File: config.mk
export PLATFORM = sky130hd
export DESIGN_NAME = fa_state_sampler
export DESIGN_NICKNAME = d
export VERILOG_FILES = /design/src/rtl/pcomp_sampler_pkg.sv /design/src/rtl/state_hist_ram.sv /design/src/rtl/fa_state_sampler.sv
export SDC_FILE = /design/constraint.sdc
export NUM_CORES = 1
export LEC_CHECK = 0
export CAP_MARGIN = 20
export CORE_MARGIN = 3
export CORE_UTILIZATION = 37
export CTS_CLUSTER_SIZE = 25
export DETAILED_ROUTE_END_ITERATION = 7
export PLACE_DENSITY_LB_ADDON = 0.3
export RECOVER_POWER = 100
export SETUP_SLACK_MARGIN = 0.3
export SKIP_CTS_REPAIR_TIMING = 1
export SYNTH_ARGS = -nofsm -noshare
export SYNTH_HDL_FRONTEND = slang
export SYNTH_HIERARCHICAL = 1
export SYNTH_SLANG_ARGS = --single-unit
File: constraint.sdc
create_clock -name clk -period 13.3 [get_ports clk]
set_input_delay 2.66 -clock clk [delete_from_list [all_inputs] [get_ports clk]]
set_output_delay 2.66 -clock clk [all_outputs]
set_load 0.02 [all_outputs]
File: src/rtl/pcomp_sampler_pkg.sv
// Shared definitions for the full-adder p-bit state sampler.
// Holds the sampler FSM state type, default widths and the bit positions of
// each p-bit within the packed state vector {A, B, Cin, S, Cout}.
package pcomp_sampler_pkg;

  localparam int unsigned StateWDefault = 5;
  localparam int unsigned CntWDefault   = 16;

  // Bit positions inside state_in (MSB = A).
  localparam int unsigned BitA    = 4;
  localparam int unsigned BitB    = 3;
  localparam int unsigned BitCin  = 2;
  localparam int unsigned BitS    = 1;
  localparam int unsigned BitCout = 0;

  typedef enum logic [2:0] {
    StIdle,
    StClear,
    StBurn,
    StSample,
    StFin
  } sampler_state_e;

endpackage

File: src/rtl/state_hist_ram.sv
// Histogram bin storage for the state sampler.
// Ports:
//   clk, reset          clock; reset only clears the rd_data register
//   wr_en/wr_addr/wr_data  synchronous write port (clear and increment)
//   upd_addr -> upd_data   synchronous read port feeding the increment path
//   rd_addr  -> rd_data    synchronous read port for external readout
// Reads return the contents before any write on the same edge.
module state_hist_ram #(
  parameter int unsigned AddrW = 5,
  parameter int unsigned DataW = 16
) (
  input  logic             clk,
  input  logic             reset,
  input  logic             wr_en,
  input  logic [AddrW-1:0] wr_addr,
  input  logic [DataW-1:0] wr_data,
  input  logic [AddrW-1:0] upd_addr,
  output logic [DataW-1:0] upd_data,
  input  logic [AddrW-1:0] rd_addr,
  output logic [DataW-1:0] rd_data
);

  localparam int unsigned Depth = 1 << AddrW;

  logic [DataW-1:0] mem [Depth];

  always_ff @(posedge clk) begin
    if (wr_en) begin
      mem[wr_addr] <= wr_data;
    end
    upd_data <= mem[upd_addr];
  end

  always_ff @(posedge clk) begin
    if (reset) begin
      rd_data <= '0;
    end else begin
      rd_data <= mem[rd_addr];
    end
  end

endmodule

File: src/rtl/fa_state_sampler.sv
// Full-adder p-bit state sampler: clears a histogram, waits a burn-in period,
// then samples the registered p-bit state every interval+1 cycles and counts
// occurrences per state in saturating bins.
// Ports:
//   clk, reset            clock and synchronous active-high reset
//   start                 run request, honoured only when idle
//   num_samples, burn_in, interval  run parameters, latched on accepted start
//   state_in              packed p-bit state {A,B,Cin,S,Cout}
//   busy, done, sat       status; done is a one-cycle pulse, sat is sticky
//   rd_addr -> rd_data    bin readout, one-cycle latency, valid when idle
//   samples_taken         samples taken in the current or last run
module fa_state_sampler
  import pcomp_sampler_pkg::*;
#(
  parameter int unsigned STATE_W = StateWDefault,
  parameter int unsigned CNT_W   = CntWDefault
) (
  input  logic               clk,
  input  logic               reset,
  input  logic               start,
  input  logic [15:0]        num_samples,
  input  logic [7:0]         burn_in,
  input  logic [3:0]         interval,
  input  logic [STATE_W-1:0] state_in,
  output logic               busy,
  output logic               done,
  output logic               sat,
  input  logic [STATE_W-1:0] rd_addr,
  output logic [CNT_W-1:0]   rd_data,
  output logic [15:0]        samples_taken
);

  localparam logic [CNT_W-1:0]   CntMax  = {CNT_W{1'b1}};
  localparam logic [STATE_W-1:0] AddrMax = {STATE_W{1'b1}};

  sampler_state_e     st_q;
  logic [15:0]        num_q, taken_q;
  logic [7:0]         burn_cnt_q;
  logic [3:0]         intv_q, gap_q;
  logic [STATE_W-1:0] clr_addr_q, state_q;
  logic               done_q, sat_q;

  // Increment pipeline: stage 2 holds the sample whose bin read is returning.
  logic               s2_valid_q;
  logic [STATE_W-1:0] s2_addr_q;
  // Last write, used to bypass the read-during-write on back-to-back samples.
  logic               lw_valid_q;
  logic [STATE_W-1:0] lw_addr_q;
  logic [CNT_W-1:0]   lw_data_q;

  logic [CNT_W-1:0]   upd_data, cur_cnt, wr_data;
  logic [STATE_W-1:0] wr_addr;
  logic               wr_en, blocked, sample_fire;

  assign sample_fire = (st_q == StSample) && (gap_q == 4'd0);

  always_comb begin
    cur_cnt = (lw_valid_q && (lw_addr_q == s2_addr_q)) ? lw_data_q : upd_data;
    blocked = s2_valid_q && (cur_cnt == CntMax);
    wr_en   = 1'b0;
    wr_addr = clr_addr_q;
    wr_data = '0;
    if (st_q == StClear) begin
      wr_en = 1'b1;
    end else if (s2_valid_q) begin
      wr_en   = 1'b1;
      wr_addr = s2_addr_q;
      wr_data = blocked ? cur_cnt : cur_cnt + CNT_W'(1);
    end
  end

  state_hist_ram #(
    .AddrW(STATE_W),
    .DataW(CNT_W)
  ) u_ram (
    .clk     (clk),
    .reset   (reset),
    .wr_en   (wr_en),
    .wr_addr (wr_addr),
    .wr_data (wr_data),
    .upd_addr(state_q),
    .upd_data(upd_data),
    .rd_addr (rd_addr),
    .rd_data (rd_data)
  );

  // Input register for the asynchronous p-bit state.
  always_ff @(posedge clk) begin
    state_q <= state_in;
  end

  always_ff @(posedge clk) begin
    if (reset) begin
      st_q       <= StIdle;
      num_q      <= '0;
      taken_q    <= '0;
      burn_cnt_q <= '0;
      intv_q     <= '0;
      gap_q      <= '0;
      clr_addr_q <= '0;
      done_q     <= 1'b0;
      sat_q      <= 1'b0;
      s2_valid_q <= 1'b0;
      s2_addr_q  <= '0;
      lw_valid_q <= 1'b0;
      lw_addr_q  <= '0;
      lw_data_q  <= '0;
    end else begin
      done_q     <= 1'b0;
      s2_valid_q <= sample_fire;
      s2_addr_q  <= state_q;
      lw_valid_q <= wr_en;
      lw_addr_q  <= wr_addr;
      lw_data_q  <= wr_data;
      if (blocked) begin
        sat_q <= 1'b1;
      end
      unique case (st_q)
        StIdle: begin
          if (start) begin
            num_q      <= num_samples;
            burn_cnt_q <= burn_in;
            intv_q     <= interval;
            taken_q    <= '0;
            sat_q      <= 1'b0;
            clr_addr_q <= '0;
            st_q       <= StClear;
          end
        end
        StClear: begin
          clr_addr_q <= clr_addr_q + STATE_W'(1);
          gap_q      <= 4'd0;
          if (clr_addr_q == AddrMax) begin
            if (burn_cnt_q != 8'd0) begin
              st_q <= StBurn;
            end else begin
              st_q <= (num_q == 16'd0) ? StFin : StSample;
            end
          end
        end
        StBurn: begin
          burn_cnt_q <= burn_cnt_q - 8'd1;
          if (burn_cnt_q == 8'd1) begin
            st_q <= (num_q == 16'd0) ? StFin : StSample;
          end
        end
        StSample: begin
          if (sample_fire) begin
            taken_q <= taken_q + 16'd1;
            gap_q   <= intv_q;
            if ((taken_q + 16'd1) == num_q) begin
              st_q <= StFin;
            end
          end else begin
            gap_q <= gap_q - 4'd1;
          end
        end
        StFin: begin
          done_q <= 1'b1;
          st_q   <= StIdle;
        end
        default: st_q <= StIdle;
      endcase
    end
  end

  assign busy          = (st_q != StIdle);
  assign done          = done_q;
  assign sat           = sat_q;
  assign samples_taken = taken_q;

endmodule
==> impl_results.md <==
* Status: finished with violations
* Antenna-violating nets left at 0
* Clk_skew at 0.0292 ns
* Slew Viols, Final at 665
* Post-synth EDFFs at 512
* Failing checks: max-capacitance violations, max-slew violations
* Peak VDD IR at 0.106 mV
* Ys async rst share at 0
* Register area share after synthesis at 0.610
* Post-layout min period at between 7 and 8 ns
* Vert. Die Dim at between 200 and 300 um
* Num rows at ~100
* Final hold vios at 0
* Post-Syn Instances at 1774
* Most used DFF post-synth: edfxtp_1
* Unrepaired setup endpoints after global routing: no
* Synthesized area at a little under 30000 sq um
* DR iter-0 viols at 2047
* Worst-margin pin slew at approximately 4.5 ns
* Main combinational cell family by area after synthesis: multiplexers
* WP data arrival at 8.21 ns
* Clk_lat worst skew at 0.63 ns
* # placed instances at 2831
* Gpl congestion at 0.829
* Mean Syn Cell Area at 16.5 sq um
* Post-Synth Simple-Gate Area at 0.0621
* Period utilisation layout at 0.595
* Largest net degree at the start of global routing at 90
* Hold Crit Class: reg -> reg
* CTS Buffer Depth at 3
* Power density cells at 142 nW/um^2
* Post-Synth XOR/XNOR Area at 0.0132
* Synth Area in Compound Gates at 0.0471
* Drt pass-1 iters at 6
* Netlist cell types at 61
* First-pass GRT wire length at 121000 um
* Setup Total Neg Slack at 0 ns
* Vias in the first global route at 18000
* Mux cell area share after synthesis at 0.244
* Max Clk Rate at 126 MHz
* DR vias/cell at 5.96
* Critical path required time at between 10 and 15 ns
* DR WL/cell at between 20 and 30 um
* Worst-path clk slew at around 0.060 ns
* CTS tree: yes
* WL final at between 80000 and 90000 um
* Worst Path Max Fanout at 22
* Setup-failing EPs final at 0
* Port buffer count at 75
* #FFs+latches synth at 635
* Grt ovf at 0
* Share of layout cells above drive strength 1 at 0.233
* CTS H-tree depth at 3
* Total CTS buffers at 69
* Die X-Extent at about 290 um
* Initial antenna violation count at 3
* Post-DP HPWL at 51800 um
* Syn_nets at 1822
* Area Growth Syn to Fin at 14.2%
* Core footprint at 77800 sq um
* Leakage at 10.9 nW
* Initial Util at 0.376
* Ports at 76
* Nets@finish at 1916
* Adder-Cell Fraction of Synth Area at 0.00299
* Fillers at ~7000
* Global Route Usage Sum at 0.203
* Synth warn at 6
* Final Non-Filler Cells at 2964
* Via count at between 15000 and 20000
* CP endpoint kind: register
* Crit start category: register
* Clk sinks at 635
* Max Cap Viol at 28
* Post-route DRC at 0
* Root Buffer: clkbuf_16
* DIE AREA at 82500 sq um
* Slew headroom at -2.01
* CP Class: reg -> reg
[layout by cell type, fill, tap and decap left out, drive strengths merged, types with 26 or more instances in the layout]
| cell type | synthesis | layout |
|---|---|---|
| o21ai | 32 | 32 |
| edfxtp | 512 | 512 |
| xnor2 | 26 | 26 |
| dlygate4sd3 | 0 | 41 |
| dfxtp | 123 | 123 |
| clkdlybuf4s50 | 0 | 30 |
| nand3 | 32 | 32 |
| a21oi | 55 | 55 |
| clkbuf | 58 | 146 |
| mux2i | 75 | 75 |
| nor2 | 121 | 121 |
| mux4 | 272 | 272 |
| nand2 | 99 | 99 |
[report_power, final]
group	internal, mW	total [mW]	leakage (nW)	switching, mW
clock	1.11	1.91	1.10	0.799
sequential	2.21	2.28	5.80	0.0667
combinational	0.228	0.568	3.95	0.340
total	3.55	4.75	10.9	1.21
[Yosys cell counts, types with 3 or more instances]
cell type | n | area (sq um)
o211a_1 | 3 | 30.0
nand3_1 | 32 | 160
or3b_2 | 4 | 35.0
a311oi_1 | 6 | 52.6
nand4_1 | 15 | 93.8
buf_4 | 5 | 37.5
and2_1 | 14 | 87.6
nor3_1 | 23 | 115
a31oi_1 | 21 | 131
xor2_1 | 18 | 158
nor2_1 | 118 | 443
xnor2_1 | 26 | 228
ha_1 | 7 | 87.6
and3_1 | 6 | 37.5
or3_1 | 8 | 50.1
and4_1 | 10 | 87.6
mux2_2 | 23 | 259
nand2_1 | 99 | 372
nor2b_1 | 16 | 100
o31a_1 | 5 | 43.8
a221oi_1 | 8 | 70.1
a21oi_1 | 55 | 275
clkbuf_1 | 58 | 218
o2111ai_1 | 11 | 96.3
dfxtp_1 | 123 | 2460
mux4_2 | 272 | 6130
nor4_1 | 12 | 75.1
a22oi_1 | 20 | 150
o211ai_1 | 5 | 37.5
nand2b_1 | 4 | 25.0
inv_1 | 15 | 56.3
mux2i_1 | 75 | 751
buf_1 | 17 | 63.8
o21ai_0 | 32 | 160
edfxtp_1 | 512 | 15400
a221o_1 | 16 | 160
a211oi_1 | 7 | 52.6
nand3b_1 | 6 | 45.0
buf_2 | 42 | 210
[logic make-up (layout without fill, tap and decap cells)]
kind of cell / Yosys count / in the layout
DFF: 635 / 635
and+or+nand+nor: 377 / 377
xor gates and xnor gates: 44 / 44
adders and majority gates: 7 / 7
buffers and inverters: 139 / 287
muxes: 371 / 371
other: 0 / 2
AOI/OAI and AO/OA: 201 / 201
[state kept, by name, indices dropped and copies added (netlist names), 3 cells and up]
register and flops:
num_q 16, gap_q 4, st_q 3, burn_cnt_q 8, samples_taken 16, s2_addr_q 5
intv_q 4, lw_data_q 16, u_ram/upd_data 16, u_ram/rd_data 16, clr_addr_q 5, state_q 5
u_ram/mem 512, lw_addr_q 5
[critical path, stage by stage (launching register included)]
cell	delay, ns
dfxtp_1	0.32
xor2_1	0.17
or4_1	0.68
nor2_1	1.53
mux2i_1	0.33
inv_1	0.13
ha_1	0.22
and4_1	0.31
nand3_1	0.15
o41ai_1	1.13
clkbuf_1	0.35
nor2_1	0.11
a211oi_1	1.49
clkbuf_1	0.68
[final timing paths]
check | startpoint | end | slack, ns | cells after the start
worst min-delay path | intv_q[2] | intv_q[2] | 0.46 | 2
worst max register to register | s2_addr_q[1] | u_ram/mem[20][1] | 5.39 | 13
worst min register to register | intv_q[2] | intv_q[2] | 0.46 | 2
worst max-delay path | s2_addr_q[1] | u_ram/mem[20][1] | 5.39 | 13
[final cells by class]
class                           count  area, sq um  share of cell area
Antenna cell                        2         5.00            0.000150
Clock buffer                       91         1890              0.0566
Clock inverter                     34          359              0.0107
Inverter                           16         60.1             0.00180
Multi-Input combinational cell   1000        10900               0.326
Sequential cell                   635        17800               0.534
Tap cell                         1040         1300              0.0389
Timing Repair Buffer              146         1070              0.0321
[per-stage QoR]
stage | power [mW] | hold slack, ns | cell area, sq um | util | setup slack [ns]
after floorplan | 2.68 | 0.436 | 29300 | - | 8.59
after global placement | 2.88 | 0.457 | 31400 | 0.403 | 7.80
after detailed placement | 2.89 | 0.455 | 31500 | 0.404 | 7.80
after CTS | 4.80 | 0.464 | 33700 | 0.433 | 7.96
after global routing | 4.93 | 0.488 | 33400 | 0.429 | 4.73
final | 4.75 | 0.462 | 33400 | 0.429 | 5.39
[per-layer routing]
metal / track usage / routed length, um / up-vias
met2: 0.326 / 39800 / 894
met5: 0 / 7 / -
met3: 0.0552 / 8040 / 184
li1: - / - / 7446
met4: 0.0844 / 3780 / 2
met1: 0.260 / 32100 / 9125
Power figures use the tool's default switching activity.
